[config.mk]
export PLATFORM = sky130hd
export DESIGN_NAME = reprog_request_ctrl
export DESIGN_NICKNAME = d
export VERILOG_FILES = /design/src/rtl/reprog_request_ctrl.sv
export SDC_FILE = /design/constraint.sdc
export NUM_CORES = 1
export LEC_CHECK = 0
export CAP_MARGIN = 10
export CORE_MARGIN = 4
export CORE_UTILIZATION = 45
export DETAILED_ROUTE_END_ITERATION = 10
export PLACE_DENSITY_LB_ADDON = 0.05
export SLEW_MARGIN = 20
export SYNTH_ARGS = -nofsm -noshare
export SYNTH_HDL_FRONTEND = slang
export SYNTH_SLANG_ARGS = --single-unit
export TNS_END_PERCENT = 100
[constraint.sdc]
create_clock -name clk -period 4.8 [get_ports clk]
set_input_delay 0.48 -clock clk [delete_from_list [all_inputs] [get_ports clk]]
set_output_delay 0.48 -clock clk [all_outputs]
set_load 0.05 [all_outputs]
[src/rtl/reprog_request_ctrl.sv]
// Two-key (ARM/FIRE) guard in front of the ICAP IPROG sequencer, one-shot trigger.
// Optional heartbeat watchdog enabled by defining REPROG_WATCHDOG_EN.
module reprog_request_ctrl #(
  parameter logic [31:0] ARM_KEY      = 32'h4152_4D21,
  parameter logic [31:0] FIRE_KEY     = 32'h4649_5245,
  parameter int unsigned ARM_TIMEOUT  = 125000000,
  parameter int unsigned HOLDOFF      = 1250000,
  parameter int unsigned WDOG_TIMEOUT = 625000000
) (
  input  logic        clk,
  input  logic        reset,
  input  logic        cmd_valid,
  input  logic [31:0] cmd_data,
`ifdef REPROG_WATCHDOG_EN
  input  logic        heartbeat,
  output logic        wdog_fired,
`endif
  output logic        cmd_ack,
  output logic        cmd_err,
  output logic        trigger,
  output logic [2:0]  state_o,
  output logic        timed_out
);

  localparam int unsigned MAX_AH =
    (ARM_TIMEOUT > HOLDOFF) ? ARM_TIMEOUT : HOLDOFF;
  localparam int unsigned MAXP =
    (MAX_AH > WDOG_TIMEOUT) ? MAX_AH : WDOG_TIMEOUT;
  localparam int CW = $clog2(MAXP + 1);

  localparam logic [CW-1:0] ARM_LOAD  = CW'(ARM_TIMEOUT - 1);
  localparam logic [CW-1:0] HOLD_LOAD = CW'(HOLDOFF - 1);

  localparam logic [2:0] S_IDLE    = 3'd0;
  localparam logic [2:0] S_ARMED   = 3'd1;
  localparam logic [2:0] S_HOLDOFF = 3'd2;
  localparam logic [2:0] S_FIRE    = 3'd3;
  localparam logic [2:0] S_DONE    = 3'd4;

  logic [2:0]    state_q, state_d;
  logic [CW-1:0] cnt_q, cnt_d;
  logic          tmo_q, tmo_d;
  logic          ack_q, err_q, trig_q;
  logic          rej;
  logic          wdog_exp;

`ifdef REPROG_WATCHDOG_EN
  localparam int WW = $clog2(WDOG_TIMEOUT + 1);
  localparam logic [WW-1:0] WDOG_LOAD = WW'(WDOG_TIMEOUT - 1);

  logic [WW-1:0] wcnt_q;
  logic          wfired_q;
  logic          wd_live;

  assign wd_live  = (state_q == S_IDLE) || (state_q == S_ARMED);
  assign wdog_exp = wd_live && (wcnt_q == '0);

  always_ff @(posedge clk) begin
    if (reset) begin
      wcnt_q   <= WDOG_LOAD;
      wfired_q <= 1'b0;
    end else begin
      if (heartbeat)
        wcnt_q <= WDOG_LOAD;
      else if (wd_live && wcnt_q != '0)
        wcnt_q <= wcnt_q - 1'b1;
      if (wdog_exp)
        wfired_q <= 1'b1;
    end
  end

  assign wdog_fired = wfired_q;
`else
  assign wdog_exp = 1'b0;
`endif

  always_comb begin
    state_d = state_q;
    cnt_d   = cnt_q;
    tmo_d   = tmo_q;
    rej     = 1'b1;
    if (wdog_exp) begin
      state_d = S_HOLDOFF;
      cnt_d   = HOLD_LOAD;
    end else begin
      case (state_q)
        S_IDLE: begin
          if (cmd_valid && cmd_data == ARM_KEY) begin
            state_d = S_ARMED;
            cnt_d   = ARM_LOAD;
            tmo_d   = 1'b0;
            rej     = 1'b0;
          end
        end
        S_ARMED: begin
          // Expiry wins over any word arriving in the same cycle
          if (cnt_q == '0) begin
            state_d = S_IDLE;
            tmo_d   = 1'b1;
          end else if (cmd_valid && cmd_data == FIRE_KEY) begin
            state_d = S_HOLDOFF;
            cnt_d   = HOLD_LOAD;
            rej     = 1'b0;
          end else if (cmd_valid && cmd_data == ARM_KEY) begin
            cnt_d = ARM_LOAD;
            rej   = 1'b0;
          end else if (cmd_valid) begin
            state_d = S_IDLE;
            cnt_d   = '0;
          end else begin
            cnt_d = cnt_q - 1'b1;
          end
        end
        S_HOLDOFF: begin
          if (cnt_q == '0) state_d = S_FIRE;
          else             cnt_d   = cnt_q - 1'b1;
        end
        S_FIRE:  state_d = S_DONE;
        S_DONE:  state_d = S_DONE;
        default: state_d = S_IDLE;
      endcase
    end
  end

  always_ff @(posedge clk) begin
    if (reset) begin
      state_q <= S_IDLE;
      cnt_q   <= '0;
      tmo_q   <= 1'b0;
      ack_q   <= 1'b0;
      err_q   <= 1'b0;
      trig_q  <= 1'b0;
    end else begin
      state_q <= state_d;
      cnt_q   <= cnt_d;
      tmo_q   <= tmo_d;
      ack_q   <= cmd_valid;
      err_q   <= cmd_valid & rej;
      trig_q  <= (state_d == S_FIRE);
    end
  end

  assign cmd_ack   = ack_q;
  assign cmd_err   = err_q;
  assign trigger   = trig_q;
  assign state_o   = state_q;
  assign timed_out = tmo_q;

endmodule

== Word level (Yosys, flattened, before mapping) ==
Cells that the tools add are included.
Word-level totals
  bits in registers: 37
  bits of input ports: 35
Operators by class
  $add $sub $neg: 1
  equality and inequality tests: 11
  muxes and demuxes: 21
  bitwise operators: 1
  reduce and logical (&&, ||, !) cells: 9
Operators by type and width (count)
  $mux 30: 6
  $pmux 30 s3: 1
  $eq 32x31->1 const B: 2
  $logic_not 30->1: 1
  $sub 30x1->30 const B: 1
  $mux 3: 6
  $pmux 3 s4: 1
  $eq 3x2->1 const B: 3
  $ne 2x2->1 const B: 4
  $mux 1: 5
  $pmux 1 s2: 2
  $reduce_and 4->1: 1
  $eq 3x1->1 const B: 1
  $eq 3x3->1 const B: 1
  $logic_not 3->1: 1
  $reduce_and 3->1: 1
  $reduce_bool 3->1: 1
  $logic_and 1x1->1: 2
  $reduce_bool 2->1: 1
  $reduce_or 2->1: 1
  $and 1x1->1: 1

== Logic depth before layout (Yosys ltp) ==
  depth after elaboration: 7
  gate-level depth with buffers: 9
  mapped depth without buffers: 8

== Worst setup path after synthesis ==
Ideal clock, no wire load.
  path type: reg2reg
  start: register cnt_q[0]
  end: register cnt_q[17]
  data arrival time: 2.361 ns
  required time: 4.681 ns
  path slack: 2.320 ns
  stages on the path, launching flop included: 10
  path buffers: 1
  period minus slack after synthesis: 2.480 ns
  cells stage by stage: dfxtp_1 inv_1 ha_1 or3b_2 nor4_2 a32oi_1 a21o_1 buf_6 o31a_1 o221a_1
On the way
  longest elaborated chain between the ends: 6
  elaborated cells between the ends (all ways): 11
  classes of those cells: 1 x add/sub; 2 x eq/ne; 6 x mux; 2 x reduce/logical
RTL lines
  from (decl): line 41  | logic [CW-1:0] cnt_q, cnt_d;
  from (signal assigned): line 135  | cnt_q <= cnt_d;
  $sub 30x1->30: line 111, 116
  $mux 30: line 107  | end else if (cmd_valid) begin
  $mux 30: line 104  | end else if (cmd_valid && cmd_data == ARM_KEY) begin
  $mux 30: line 100  | end else if (cmd_valid && cmd_data == FIRE_KEY) begin
  $mux 30: line 97  | if (cnt_q == '0) begin
  $pmux 30 s3: line 86  | case (state_q)
Parallel ways exist; a longest one is shown, timed or not. The select of a mux whose other input is x is not followed.
A chain may end at the register's enable or synchronous reset.

== Worst setup path after layout ==
  start: register cnt_q[0]
  end: register cnt_q[16]
The elaborated chain is that of the path after synthesis.

==> insert_results.sql <==
INSERT INTO impl_metrics (metric_group, metric, value, unit) VALUES
('global_routing', 'globalRouteOverflowTotal', '0', ''),
('sta', 'slew-limit-headroom', '0.3245', ''),
('sta', 'period_needed', '3.124', 'ns'),
('critical_path', 'critPathLaunch', 'cnt_q[0]', ''),
('logic_synthesis', 'syn-num-nets', '329', ''),
('global_routing', 'pin_count_of_the_biggest_net_entering_global_routing', '25', ''),
('logic_synthesis', 'synth_area_leader_cell', 'dfxtp_1', ''),
('finish', 'layout.cells.most_common', 'clkdlybuf4s50_1', ''),
('sta', 'postLayoutSetupSlackWorst', '1.676', 'ns'),
('cts', 'tritoncts', 'yes', ''),
('logic_synthesis', 'ys.flop_type', 'dfxtp_1', ''),
('route', 'num_vias', '2403', ''),
('power_and_ir_drop', 'power.combinational.fraction', '0.087', ''),
('power_and_ir_drop', 'leakagePower', '0.9493', 'nW'),
('power_and_ir_drop', 'total_power', '0.0005903', 'W'),
('route', 'post_drt_wl_per_cell', '17.05', 'µm'),
('logic_synthesis', 'synth_enable_flop_cells', '0', ''),
('logic_synthesis', 'area_fraction_in_compound_gates_after_synthesis', '0.2821', ''),
('global_routing', 'wire_length_of_the_first_global_routing_pass', '11.47', 'mm'),
('logic_synthesis', 'area_share_of_and_or_nand_nor_cells_after_synthesis', '0.3264', ''),
('floorplan', 'effective_utilization_at_floorplan', '0.4623', ''),
('power_and_ir_drop', 'switching_power', '0.0001375', 'W'),
('route', 'route.detailed.drc', '0', ''),
('finish', 'leading_cell_types_in_the_layout_fill_and_taps_excluded', 'clkdlybuf4s50_1 (41), dfxtp_1 (37), nor2_1 (30), a21oi_1 (29)', ''),
('finish', 'final_net_count', '362', ''),
('cts', 'clk_root_buf', 'clkbuf_8', ''),
('finish', 'num_antenna_cells', '0', ''),
('power_and_ir_drop', 'netSwitchingFraction', '0.2329', ''),
('floorplan', 'floorplan.die.height', '80.21', 'µm'),
('sta', 'max_clock_freq', '0.3201', 'GHz'),
('floorplan', 'io_pins', '42', ''),
('route', 'drt.antenna.violating_nets', '0', ''),
('critical_path', 'critical_path.max_fanout', '8', ''),
('cts', 'htree_num_levels', '2', ''),
('power_and_ir_drop', 'internal-power', '0.0004528', 'W'),
('critical_path', 'endpoint_kind', 'register', ''),
('critical_path', 'r2r_slack', '1.68', 'ns'),
('global_routing', 'via_count_of_the_first_global_routing_pass', '2387', ''),
('sta', 'fin_hold_ws', '0.4754', 'ns'),
('sta', 'worst_clock_skew', '0.01025', 'ns'),
('cts', 'clkTransAtPathRegs', '0.07', 'ns'),
('placed_design', 'gp_congestion', '0.8037', ''),
('outcome', 'run_status', 'complete, no violations', ''),
('critical_path', 'data_arrival_time_of_the_critical_path', '3.31', 'ns'),
('critical_path', 'worst-setup-path-type', 'register to register', ''),
('sta', 'slew_violations', '0', ''),
('critical_path', 'reg2reg_start', 'cnt_q[0]', ''),
('route', 'dr.first_iter.drc_count', '142', ''),
('route', 'totalWireLength', '6.751', 'mm'),
('logic_synthesis', 'synthesis.instances', '293', ''),
('min_path', 'min_delay_worst_endpoint', 'cnt_q[9]', ''),
('logic_synthesis', 'synth.distinct_cells', '61', ''),
('floorplan', 'rows', '26', ''),
('cts', 'ctsResizeCount', '0', ''),
('cts', 'cts_buffer_depth', '2', ''),
('cts', 'clock_insertion_delay_worst_skew', '0.30', 'ns'),
('sta', 'timing.final.setup_violations', '0', ''),
('logic_synthesis', 'xor_and_xnor_fraction_of_the_mapped_netlist_area', '0', ''),
('sta', 'post-route-period-util', '0.6508', ''),
('power_and_ir_drop', 'max-vdd-ir-drop', '0.1234', 'mV'),
('sta', 'rsz0062_at_grt', 'false', ''),
('cts', 'ctsHoldBuffers', '0', ''),
('finish', 'final_layout_size_suffix_gt1_frac', '0.1166', ''),
('logic_synthesis', 'synth_fa_ha_area_frac', '0.005333', ''),
('logic_synthesis', 'synthArstFlopShare', '0', ''),
('placed_design', 'place.port_buffers', '41', ''),
('global_routing', 'grt_usage', '0.2248', ''),
('placed_design', 'dp_slack', '1.547', 'ns'),
('logic_synthesis', 'ys_seq_area_frac', '0.3157', ''),
('logic_synthesis', 'netlist.area_leader.share', '0.3157', ''),
('logic_synthesis', 'synth.cell_area', '2346', 'µm²');
==> layer usage <==
layer | track usage | vias to the layer above | wire (µm)
met4 | 0.08277 | 0 | 129
met2 | 0.3758 | 75 | 3079
met3 | 0.03587 | 10 | 339
li1 | - | 1194 | -
met5 | 0 | - | 0
met1 | 0.2899 | 1124 | 3202
==> registers in the layout, summed over array words and instances (netlist names) <==
signal     cells
cmd_ack        1
cmd_err        1
cnt_q         30
state_o        3
timed_out      1
trigger        1
==> through the flow <==
step,cell area (µm²),cells
floorplan,2346,293
global placement,2739,389
global route,2829,396
CTS,2829,396
detailed placement,2739,389
finish,2829,396
==> cells by family (layout without fill, tap and decap cells) <==
group | after synthesis | count (layout)
simple gates | 132 | 132
compound gates | 96 | 96
flops | 37 | 37
buf+inv | 26 | 59
fa+ha+maj | 1 | 1
mux | 1 | 1
==> Yosys cell counts, types with 3 or more instances <==
master	instances
a21oi_1	29
dfxtp_1	37
nand2_1	19
nor2_1	30
or4_1	5
o221a_2	3
or2_2	5
a221oi_2	3
inv_1	8
nor3_1	17
a311oi_1	3
nor4bb_1	5
o21a_1	7
o31ai_1	4
nor2b_1	3
buf_6	3
or3_1	3
nor4_1	6
clkbuf_1	8
a31oi_1	8
nand4_1	7
o21ai_0	19
or3_2	3
nor4b_1	5
nand3_1	6
==> worst max path at each step <==
stage,slack [ns],cells after the start,end
floorplan,2.32,9,cnt_q[17]
global route,1.56,9,cnt_q[16]
global placement,1.65,7,cnt_q[3]
finish,1.68,9,cnt_q[16]
detailed placement,1.55,7,cnt_q[3]
CTS,1.74,9,cnt_q[16]
==> worst max-delay path: stages (launching register included) <==
cell and delay, ns:
dfxtp_1 0.33, inv_1 0.10, ha_1 0.21, or3b_2 0.54, nor4_2 0.58, a32oi_1 0.21, a21oi_1 0.48, buf_4 0.26
a31oi_1 0.05, o221a_2 0.25
==> area by class of cell <==
| cell class | instances | area, µm² |
|---|---|---|
| repair buffers | 43 | 425.4 |
| inverters | 9 | 33.78 |
| fillers | 500 | 2246 |
| flip-flops and latches | 37 | 740.7 |
| clock inverters | 1 | 7.507 |
| well taps | 70 | 87.58 |
| multi-input cells | 230 | 1451 |
| clock buffers | 6 | 82.58 |
==> power groups by stage <==
stage          registers, W  clock network [W]  logic (W)
5_1_grt            0.000308           0.000252  0.0000543
6_report           0.000308           0.000231  0.0000513
4_1_cts            0.000308           0.000236  0.0000516
3_5_place_dp       0.000315                  0  0.0000513
3_3_place_gp       0.000315                  0  0.0000505
2_1_floorplan      0.000318                  0  0.0000132
No activity file was read; power rests on OpenSTA's default activity.
